===== config.mk =====
export PLATFORM = sky130hd
export DESIGN_NAME = seg7_scan_ctrl
export DESIGN_NICKNAME = d
export VERILOG_FILES = /design/src/rtl/seg7_pkg.sv /design/src/rtl/seg7_char_decoder.sv /design/src/rtl/seg7_scan_ctrl.sv
export SDC_FILE = /design/constraint.sdc
export NUM_CORES = 1
export LEC_CHECK = 0
export CORE_MARGIN = 1
export CORE_UTILIZATION = 63
export CTS_CLUSTER_DIAMETER = 30
export DETAILED_ROUTE_END_ITERATION = 6
export GPL_TIMING_DRIVEN = 0
export PLACE_DENSITY = 0.9
export SYNTH_ARGS = -nofsm -noshare
export SYNTH_HDL_FRONTEND = slang
export SYNTH_SLANG_ARGS = --single-unit
export TNS_END_PERCENT = 5

===== constraint.sdc =====
create_clock -name clk -period 4.61 [get_ports clk]
set_input_delay 0.461 -clock clk [delete_from_list [all_inputs] [get_ports clk]]
set_output_delay 0.461 -clock clk [all_outputs]
set_load 0.05 [all_outputs]

===== src/rtl/seg7_pkg.sv =====
// Shared character codes, segment patterns and the char->segment decode
// used by the 7-segment display blocks.
package seg7_pkg;

    localparam logic [4:0] CH_BLANK = 5'h10;
    localparam logic [4:0] CH_DASH  = 5'h11;
    localparam logic [4:0] CH_T     = 5'h12;
    localparam logic [4:0] CH_R     = 5'h13;
    localparam logic [4:0] CH_P     = 5'h14;

    localparam logic [7:0] SEG_BLANK = 8'h00;
    localparam logic [7:0] SEG_DASH  = 8'h02;
    localparam logic [7:0] SEG_T     = 8'h1E;
    localparam logic [7:0] SEG_R     = 8'h0A;
    localparam logic [7:0] SEG_P     = 8'hCE;

    // Hex glyphs {a,b,c,d,e,f,g,dp}; element 0 is the rightmost entry.
    localparam logic [15:0][7:0] SEG_HEX = {
        8'h8E, 8'h9E, 8'h7A, 8'h9C, 8'h3E, 8'hEE, 8'hF6, 8'hFE,
        8'hE0, 8'hBE, 8'hB6, 8'h66, 8'hF2, 8'hDA, 8'h60, 8'hFC
    };

    function automatic logic [7:0] seg7_decode(input logic [4:0] ch);
        logic [7:0] seg;
        if (!ch[4]) begin
            seg = SEG_HEX[ch[3:0]];
        end else begin
            case (ch)
                CH_DASH: seg = SEG_DASH;
                CH_T:    seg = SEG_T;
                CH_R:    seg = SEG_R;
                CH_P:    seg = SEG_P;
                default: seg = SEG_BLANK;
            endcase
        end
        return seg;
    endfunction

endpackage


===== src/rtl/seg7_char_decoder.sv =====
// Combinational character + decimal point to segment pattern decoder.
module seg7_char_decoder
    import seg7_pkg::*;
(
    input  logic [4:0] char_i,
    input  logic       dp_i,
    output logic [7:0] seg_o
);

    always_comb begin
        seg_o = seg7_decode(char_i) | {7'b0, dp_i};
    end

endmodule


===== src/rtl/seg7_scan_ctrl.sv =====
// Multiplexed N-digit 7-segment scan controller with per-digit register file,
// PWM brightness, frame-synchronous blinking and a sequential clear sweep.
module seg7_scan_ctrl
    import seg7_pkg::*;
#(
    parameter  int NUM_DIGITS   = 8,
    parameter  int SCAN_CYCLES  = 32768,
    parameter  int BRIGHT_W     = 3,
    parameter  int BLINK_FRAMES = 64,
    localparam int AW           = $clog2(NUM_DIGITS)
) (
    input  logic                  clk,
    input  logic                  rst_n,
    input  logic                  i_en,
    input  logic                  i_wr_valid,
    output logic                  o_wr_ready,
    input  logic [AW-1:0]         i_wr_addr,
    input  logic [4:0]            i_wr_char,
    input  logic                  i_wr_dp,
    input  logic                  i_wr_blink,
    input  logic                  i_clear,
    input  logic [BRIGHT_W-1:0]   i_bright,
    output logic [7:0]            seg_data,
    output logic [NUM_DIGITS-1:0] seg_sel,
    output logic                  o_frame_done,
    output logic                  o_wr_err
);

    localparam int PW = (SCAN_CYCLES > 1) ? $clog2(SCAN_CYCLES) : 1;
    localparam int FW = (BLINK_FRAMES > 1) ? $clog2(BLINK_FRAMES) : 1;
    localparam logic [PW-1:0] PRESC_LAST = PW'(SCAN_CYCLES - 1);
    localparam logic [AW-1:0] IDX_LAST   = AW'(NUM_DIGITS - 1);
    localparam logic [FW-1:0] FRAME_LAST = FW'(BLINK_FRAMES - 1);
    localparam logic [AW:0]   DIGITS     = (AW+1)'(NUM_DIGITS);

    localparam logic [0:0] ST_IDLE  = 1'b0;
    localparam logic [0:0] ST_CLEAR = 1'b1;

    logic [4:0]            char_q [NUM_DIGITS];
    logic [NUM_DIGITS-1:0] dp_q, blink_q;
    logic [0:0]            state_q, state_d;
    logic [AW-1:0]         clr_idx_q, clr_idx_d;
    logic [PW-1:0]         presc_q, presc_d;
    logic [AW-1:0]         idx_q, idx_d;
    logic [FW-1:0]         frame_q, frame_d;
    logic                  blink_ph_q, blink_ph_d;
    logic [7:0]            seg_data_q;
    logic [NUM_DIGITS-1:0] seg_sel_q;
    logic                  frame_done_q, wr_err_q;

    logic       wr_accept, wr_in_range, presc_wrap, idx_wrap, lit;
    logic [7:0] glyph;

    seg7_char_decoder u_dec (
        .char_i (char_q[idx_q]),
        .dp_i   (dp_q[idx_q]),
        .seg_o  (glyph)
    );

    always_comb begin
        wr_accept   = i_wr_valid && (state_q == ST_IDLE);
        wr_in_range = {1'b0, i_wr_addr} < DIGITS;
        presc_wrap  = (presc_q == PRESC_LAST);
        idx_wrap    = presc_wrap && (idx_q == IDX_LAST);
        lit         = (presc_q[BRIGHT_W-1:0] <= i_bright) && !(blink_q[idx_q] && blink_ph_q);

        presc_d    = presc_q;
        idx_d      = idx_q;
        frame_d    = frame_q;
        blink_ph_d = blink_ph_q;
        if (i_en) begin
            presc_d = presc_wrap ? '0 : presc_q + 1'b1;
            if (presc_wrap) begin
                idx_d = (idx_q == IDX_LAST) ? '0 : idx_q + 1'b1;
            end
            if (idx_wrap) begin
                if (frame_q == FRAME_LAST) begin
                    frame_d    = '0;
                    blink_ph_d = ~blink_ph_q;
                end else begin
                    frame_d = frame_q + 1'b1;
                end
            end
        end

        state_d   = state_q;
        clr_idx_d = clr_idx_q;
        if (state_q == ST_IDLE) begin
            if (i_clear) begin
                state_d   = ST_CLEAR;
                clr_idx_d = '0;
            end
        end else begin
            clr_idx_d = clr_idx_q + 1'b1;
            if (clr_idx_q == IDX_LAST) begin
                state_d   = ST_IDLE;
                clr_idx_d = '0;
            end
        end
    end

    // Writes are only accepted in IDLE, so the sweep never collides with a write.
    always_ff @(posedge clk or negedge rst_n) begin
        if (!rst_n) begin
            for (int unsigned k = 0; k < NUM_DIGITS; k++) begin
                char_q[k] <= CH_BLANK;
            end
            dp_q    <= '0;
            blink_q <= '0;
        end else if (state_q == ST_CLEAR) begin
            char_q[clr_idx_q]  <= CH_BLANK;
            dp_q[clr_idx_q]    <= 1'b0;
            blink_q[clr_idx_q] <= 1'b0;
        end else if (wr_accept && wr_in_range) begin
            char_q[i_wr_addr]  <= i_wr_char;
            dp_q[i_wr_addr]    <= i_wr_dp;
            blink_q[i_wr_addr] <= i_wr_blink;
        end
    end

    always_ff @(posedge clk or negedge rst_n) begin
        if (!rst_n) begin
            state_q      <= ST_IDLE;
            clr_idx_q    <= '0;
            presc_q      <= '0;
            idx_q        <= '0;
            frame_q      <= '0;
            blink_ph_q   <= 1'b0;
            seg_data_q   <= '0;
            seg_sel_q    <= '0;
            frame_done_q <= 1'b0;
            wr_err_q     <= 1'b0;
        end else begin
            state_q      <= state_d;
            clr_idx_q    <= clr_idx_d;
            presc_q      <= presc_d;
            idx_q        <= idx_d;
            frame_q      <= frame_d;
            blink_ph_q   <= blink_ph_d;
            frame_done_q <= i_en && idx_wrap;
            wr_err_q     <= wr_accept && !wr_in_range;
            if (i_en && lit) begin
                seg_sel_q  <= NUM_DIGITS'(1) << idx_q;
                seg_data_q <= glyph;
            end else begin
                seg_sel_q  <= '0;
                seg_data_q <= '0;
            end
        end
    end

    assign o_wr_ready   = (state_q == ST_IDLE);
    assign seg_data     = seg_data_q;
    assign seg_sel      = seg_sel_q;
    assign o_frame_done = frame_done_q;
    assign o_wr_err     = wr_err_q;

endmodule


==> results by group <==
Run status
  • Status: completed

Setup path
  • Worst setup EP type: flip-flop
  • Worst-path fanout max: 10
  • Crit Reg-Reg Endpoint: seg_data[1]
  • Crit path capture: seg_data[1]
  • Reg2reg path depth: 8
  • CP startpoint: idx_q[0]
  • CP Class: reg -> reg
  • Crit path launch type: flip-flop
  • FF-to-FF setup slack: about 1.4 ns
  • FF-to-FF Start: idx_q[0]
  • Worst EP required: around 4.9 ns
  • WP data arrival: 3.46 ns

Clock network
  • Clock latency on the worst-skew pair: about 0.38 ns
  • CTS tree: yes
  • Num CTS Buffers: 9
  • Clk buf depth: 2
  • Worst-path clk slew: about 0.1 ns
  • Root Driver: clkbuf_8
  • H-tree Lvls: 3
  • Cts hold-fix bufs: 1
  • Post-CTS sizing: 0
  • Clk sinks: around 100
  • Post-CTS Setup Bufs: 0

Timing
  • Hold Violations, Final: 0
  • Worst-Margin Slew: between 1 and 1.5 ns
  • Post-layout min period: roughly 3.2 ns
  • Slew headroom: ~17%
  • Clk_skew: about 0.023 ns
  • Final Cycle Share: a little over two thirds
  • RSZ-0062 raised after global routing: no
  • Fmax: approximately 310 MHz
  • Final Setup Violations: 0
  • Setup total negative slack: 0 ns
  • Slew Limit Fails: 0

Synth
  • Seq/Total Area, Yosys: around half
  • Post-synthesis compound-gate area fraction: between 15 and 20%
  • Post-synth EDFFs: 0
  • Gate Count Post-Synth: between 400 and 500
  • Largest family of logic cells by synthesized area: compound AO/OA/AOI/OAI gates
  • Synth top area cells: dfrtp_1 (48%), a22o_1 (8.5%), mux4_1 (5.9%), ha_1 (4.8%), dfstp_2 (4.3%)
  • Syn Std Cell Area: approximately 5000 um^2
  • Flops & latches, synth: ~100
  • Ys async rst share: 100.0%
  • Mean Syn Cell Area: ~12 um^2
  • Share of the synthesized area in the top cell type: a little under half
  • Syn Nets: about 450
  • Ys flop type: dfrtp_1
  • Adder-cell share of the synthesized area: between 4 and 5%
  • Xor/xnor share of the synthesized area: 2.664%
  • Synth Area in Simple Gates: 9.820%
  • Mux contribution to synthesized area: 10.56%
  • YS warnings: 0
  • Area leader, netlist: dfrtp_1
  • Netlist cell types: 52

Global routing
  • Gr ovfl total: 0
  • Largest net degree at the start of global routing: 78
  • Initial antenna violation count: 0
  • First-pass GRT wire length: about 18000 um
  • Vias in the first global route: approximately 3700
  • GRT Total Usage: between 20 and 30%

Cells and area
  • Leading cell type in the layout, fill and taps excluded: dfrtp_1
  • Most frequent cells in the layout: dfrtp_1 (94), a22o_1 (48), inv_1 (27), clkdlybuf4s50_1 (27)
  • Layout area overhead: 13.17%
  • Ant. Diodes: 0
  • Fraction of layout cells with a size suffix above 1: between 10% and 20%
  • FF/Latch Area: approximately 2600 um^2
  • Final layout net count: between 400 and 500
  • Multi-input gate area: about 2200 um^2
  • Filler cell count in the final layout: between 400 and 500
  • Non-Filler Instances: 560

Floorplan
  • Die Y: 90.47 um
  • Full die area: 8185 um^2
  • # IOs: 37
  • # rows: 31
  • Core region area: roughly 7400 um^2
  • Starting Density: 66.56%
  • Die width: about 90 um

Hold path
  • Hold Crit Class: in -> reg
  • Hold Path Stages: 2

Routing
  • DR pass1 iterations: 4
  • Routed Wire Length: ~11000 um
  • DR WL/cell: slightly below 20 um
  • Detailed-route DRC error count: 0
  • Remaining antenna violation count: 0
  • Vias/cell: around 6.4
  • DR vias: approximately 3600
  • Iter 0 DRT Violations: around 270

Placed design
  • Placed insts: roughly 540
  • GP Congestion: 0.8536
  • Number of port buffers: 28
  • Dpl hpwl: about 7500 um

Pwr
  • VDD IR-drop max: approximately 0.4 mV
  • Static leakage: roughly 0.0026 uW
  • Pwr Density: 465.9 nW/um^2

Flow run
  • Maximum Capacitance Violations: 0
per-stage QoR:
stage	hold WS [ns]	utilization, %	setup WS [ns]	cell area (um^2)	total power [uW]
final	0.4025	75.33	1.398	5580	2600
after detailed placement	0.3906	72.52	1.444	5373	2042
after CTS	0.3805	75.33	1.404	5580	2594
after global placement	0.4571	72.01	-0.4434	5335	1978
after global routing	0.3900	75.33	1.244	5580	2736
after floorplan	0.1654	-	1.880	4931	1777
critical path: stages, from the launching register on:
cell and delay (ns):
dfrtp_1 0.53, buf_6 0.23, mux4_1 0.56, mux2i_1 0.53, inv_1 0.18, ha_1 0.29, or3_2 0.50, o21ai_0 0.17
a21oi_1 0.08
final cells by class:
cell class,count,area share (%)
well taps,99,2.220
inverters,28,1.883
flip-flops and latches,102,45.92
clock buffers,9,2.220
clock inverters,7,1.323
repair buffers,30,5.650
multi-input cells,269,39.08
plain buffers,16,1.704
cells by family after synthesis:
group | count (synthesis)
flops | 102
simple gates | 100
fa+ha+maj | 19
mux | 29
compound gates | 105
xor+xnor | 15
other cells | 1
buf+inv | 44
power breakdown:
part           internal [uW]  leakage [uW]  switching (uW)
clock network            214      0.000101             338
registers               1090       0.00136             142
logic                    334       0.00118             482
total                   1640       0.00263             961
metal layers:
metal	vias to the layer above	GRT usage [%]	routed length, um
met5	-	0	0
met4	0	13.31	316
met3	32	6.566	640
met2	163	47.29	5406
met1	1791	39.11	4629
li1	1625	-	-
how the worst min path moves through the flow:
stage	startpoint	end	slack [ns]
3_5_place_dp	rst_n	frame_q[4]	0.39
5_1_grt	i_en	presc_q[1]	0.39
6_report	i_en	presc_q[1]	0.40
2_1_floorplan	rst_n	blink_ph_q	0.17
3_3_place_gp	char_q[9]	char_q[9]	0.46
4_1_cts	i_en	presc_q[1]	0.38
flip-flops by register name, indices dropped and copies added, names as in the netlist, 3 cells and up:
name,flops
blink_q,8
char_q,40
clr_idx_q,3
dp_q,8
frame_q,6
idx_q,3
presc_q,15
seg_data,8
seg_sel,8
synthesized netlist by cell type (2+ instances only):
cell / instances
nand4_1: 5
buf_6: 2
buf_4: 2
nand3_1: 19
mux4_1: 11
dfstp_2: 8
nor2_1: 22
a22oi_1: 8
xnor2_1: 8
and3_1: 4
inv_1: 27
dfrtp_1: 94
o31ai_1: 2
mux2i_1: 9
clkbuf_1: 3
a21oi_1: 13
a2111oi_0: 2
xor2_1: 7
nor2b_1: 3
a21o_1: 2
nor4_1: 4
ha_1: 19
a31oi_1: 6
a22o_1: 48
buf_2: 2
mux4_2: 3
nor3_1: 14
o21ai_0: 15
buf_1: 6
mux2_2: 4
nand2_1: 22
No activity file was read; power rests on OpenSTA's default activity.
==> patch 1, RTL diff (same settings) <==
Set the parameter `SCAN_CYCLES` to 8192 (it was 32768).
--- a/src/rtl/seg7_scan_ctrl.sv
+++ b/src/rtl/seg7_scan_ctrl.sv
@@ -5,5 +5,5 @@
 #(
     parameter  int NUM_DIGITS   = 8,
-    parameter  int SCAN_CYCLES  = 32768,
+    parameter  int SCAN_CYCLES  = 8192,
     parameter  int BRIGHT_W     = 3,
     parameter  int BLINK_FRAMES = 64,
Behaviour: same outputs for any inputs over 10 cycles, from zero or initial values and one cycle with rst_n low; that may be too few to reach the edited logic, so the function may still have changed.
==> patch 1 against the unedited design <==
The flow now finishes with violations (DRC, hold timing); synthesized area fell by 3.3%; total power rose by 11%; sequential cell count fell by 2; fmax rose by 4.0%; highest routed layer unchanged; sequential power rose by 7%; critical path type unchanged; final area fell by 2.8%; clock skew fell by 0.010 ns; synthesized cell count fell by 2.4%; wire length fell by 1.9%; largest cell class unchanged; setup slack improved by 0.12 ns.
==> patch 1: results (changes against the unedited design) <==
reg_top3: "char_q (40), presc_q (13)"
place_worst_setup_slack_ns: 1.29  # -0.149 ns
r2r_cells: 9  # +1
grt_max_degree: 74  # -5.1%
arrival_ns: 3.33  # -0.13 ns
violations: "DRC, hold timing"
drc: 1  # +1
vias: 3591  # -0.55%
fill_cells: 491  # +2.3%
synth_nets: 442  # -2.2%
met1_usage: 0.378  # -0.0132
wl_met2_um: 5520  # +2.1%
sw_frac_of_total: 0.364  # -0.00549
status: "finished with violations"
drive_gt1_frac: 0.126  # +0.0158
ys_seq_area_frac: 0.527  # +0.00709
worstMarginPinSlew_ns: 1.34  # +0.0970 ns
holdWs_ns: -0.00603  # -0.408 ns
gp_congestion: 0.979  # +15%
io_buffers: 29  # +3.6%
crit_slowest_cell: "mux4_2"
hp-class: "primary input to async pin"
power_frac_seq: 0.459  # -0.015
first_global_vias: 3451  # -6.4%
wl_met1_um: 4340  # -6.3%
hold_viol: 23  # +23
max_freq_mhz: 324  # +4.0%
grtUsageMet2: 0.501  # +0.0285
netlist_top_cells_area: "dfrtp_1 (48%), a22o_1 (8.8%), mux4_2 (6.6%)"
power_leakage_uw: 0.00246  # -6.6%
## patch 1: cell type report
type                       instances  area [um^2]  area share
sequential                       100         2510       0.463
multi-input combinational        259         2070       0.382
timing repair buffer              30          315      0.0581
clock buffer                       9          124      0.0228
tap                               99          124      0.0228
inverter                          29          109      0.0201
buffer                            17         86.3      0.0159
clock inverter                     7         81.3      0.0150
## patch 1: cell families (layout without fill, tap and decap cells)
group           count (synthesis)  in the layout  synth area share
buf+inv                        46             92            0.0409
xor+xnor                       14             14            0.0257
compound gates                101            101             0.163
other cells                     1              1          0.000786
flops                         100            100             0.527
simple gates                  100            100             0.101
mux                            24             24            0.0916
fa+ha+maj                      19             19            0.0498
## patch 1: stage by stage
| stage | instances | cell area [um^2] | util |
|---|---|---|---|
| after global routing | 550 | 5430 | 0.744 |
| after CTS | 550 | 5430 | 0.744 |
| final | 550 | 5430 | 0.744 |
| after detailed placement | 534 | 5220 | 0.716 |
| after floorplan | 405 | 4770 | - |
| after global placement | 533 | 5180 | 0.711 |
==> patch 2, RTL diff (same flow settings) <==
Made on the original files. Put one more register stage on the output `seg_sel`, cleared by the reset. The value now appears one clock later. The other outputs are not delayed to match.
--- a/src/rtl/seg7_scan_ctrl.sv
+++ b/src/rtl/seg7_scan_ctrl.sv
@@ -152,5 +152,11 @@
     assign o_wr_ready   = (state_q == ST_IDLE);
     assign seg_data     = seg_data_q;
-    assign seg_sel      = seg_sel_q;
+    always_ff @(posedge clk or negedge rst_n) begin
+        if (!rst_n) begin
+            seg_sel <= '0;
+        end else begin
+            seg_sel <= seg_sel_q;
+        end
+    end
     assign o_frame_done = frame_done_q;
     assign o_wr_err     = wr_err_q;
Formal check against the unedited RTL: not equivalent (a bounded check fails within 4 cycles, from zero or initial values and one cycle with rst_n low).
==> patch 2 against the unedited design <==
Fmax about the same; final area up 4.0%; sequential cell count up 8; sequential power up 6%; worst hold slack worse by 0.38 ns; setup slack better by 0.0012 ns; wire length up 4.3%; critical path depth up 1; global-route usage down 0.35 points; total power up 5.7%; via count up 3.6%; synthesized cell count up 2.9%; synthesized area up 4.1%; largest cell class unchanged; largest power group unchanged.
==> patch 2: results (changes against the unedited design) <==
gp_congestion: 0.888  # +4.0%
comb_power_share: 0.290  # -0.024
synth_compound_area_frac: 0.155  # -0.00556
status: "completed"
grtUsageMet3: 0.0406  # -0.0250
place_hpwl_um: 7940  # +5.3%
synth_common_cells: "dfrtp_1 (102), a22o_1 (48), inv_1 (29)"
ys_seq_area_frac: 0.538  # +0.0186
wl_met2_um: 5950  # +10%
groute.usage.overall: 0.293  # -0.00346
grtUsageMet2: 0.498  # +0.0253
yosysWarnings: 0  # unchanged
cts_buffer_depth: 2  # unchanged
register_area_mm2: 0.00276  # +7.8%
multi_input_gates: 270  # +0.37%
r2r_slack_ns: 1.40  # about the same
clk_share: 0.0390  # +0.00359
multi_input_area_mm2: 0.00217  # -0.46%
hold_viol: 0  # unchanged
wl_met1_um: 4640  # +0.19%
grt_pass1_wl_um: 18900  # +2.2%
arrival_ns: 3.43  # -0.03 ns
vias: 3741  # +3.6%
synthMuxAreaShare: 0.0975  # -0.00804
first_global_vias: 3817  # +3.6%
r2r_cells: 9  # +1
nNonClkBuffers: 46  # unchanged
synth-xor-area-share: 0.0239  # -0.00275
netlist_top_cells_area: "dfrtp_1 (50%), a22o_1 (8.2%), mux4_1 (5.6%)"
drt_wl_total_um: 11500  # +4.3%
r2r-end: "seg_data[2]"
clk_latency_ns: 0.38  # about the same
first_pass_iters: 5  # +1
path_max_fanout: 10  # unchanged
fill_cells: 530  # +10%
max_slew_margin: 0.125  # -0.0432
wl_met3_um: 700  # +9.4%
synth_nets: 464  # +2.7%
critical-path-max-stage-delay_ns: 0.58  # +0.02 ns
seq_cell_count: 110  # +7.8%
pg_comb_uw: 796  # -2%
met1_usage: 0.383  # -0.00793
drive_gt1_frac: 0.108  # -0.00258
num-clock-buffers: 9  # unchanged
final_nets: 504  # +2.2%
r2r_start: "idx_q[0]"
max-vdd-ir-drop_mv: 0.420  # +5.1%
drt_iter0_markers: 258  # -5.5%
place_area_mm2: 0.00557  # +3.7%
n_all_inverters: 30  # +7.1%
power_leakage_uw: 0.00276  # +4.6%
powerClk_uw: 651  # +18%
hp-class: "primary input to async pin"
grt_max_degree: 79  # +1.3%
synthAdderAreaFrac: 0.0463  # -0.00189
buffer_area_frac: 0.0696  # -0.00392
internal_power_uw: 1800  # +9.9%
fin_skew_ns: 0.0127  # -0.0101 ns
sh_seq_area: 0.476  # +0.0168
[patch 2: worst max-delay path by stage]
stage | startpoint | to | slack [ns] | cells after the start
final | idx_q[0] | seg_data[2] | 1.40 | 9
after global routing | idx_q[0] | seg_data[2] | 1.20 | 9
after CTS | idx_q[0] | seg_data[1] | 1.39 | 8
after detailed placement | idx_q[0] | seg_data[1] | 1.48 | 8
after global placement | rst_n | presc_q[2] | -0.76 | 1
after floorplan | idx_q[0] | seg_data[1] | 1.88 | 8
[patch 2: stage by stage]
stage | setup slack (ns) | cells | util | hold WS [ns] | TNS, ns
final | 1.40 | 574 | 0.743 | 0.0224 | 0
after floorplan | 1.88 | 427 | - | 0.165 | 0
after detailed placement | 1.48 | 558 | 0.714 | 0.336 | 0
after global placement | -0.760 | 557 | 0.710 | 0.332 | -76.64
after global routing | 1.20 | 574 | 0.743 | 0.0485 | 0
after CTS | 1.39 | 574 | 0.743 | 0.0344 | 0
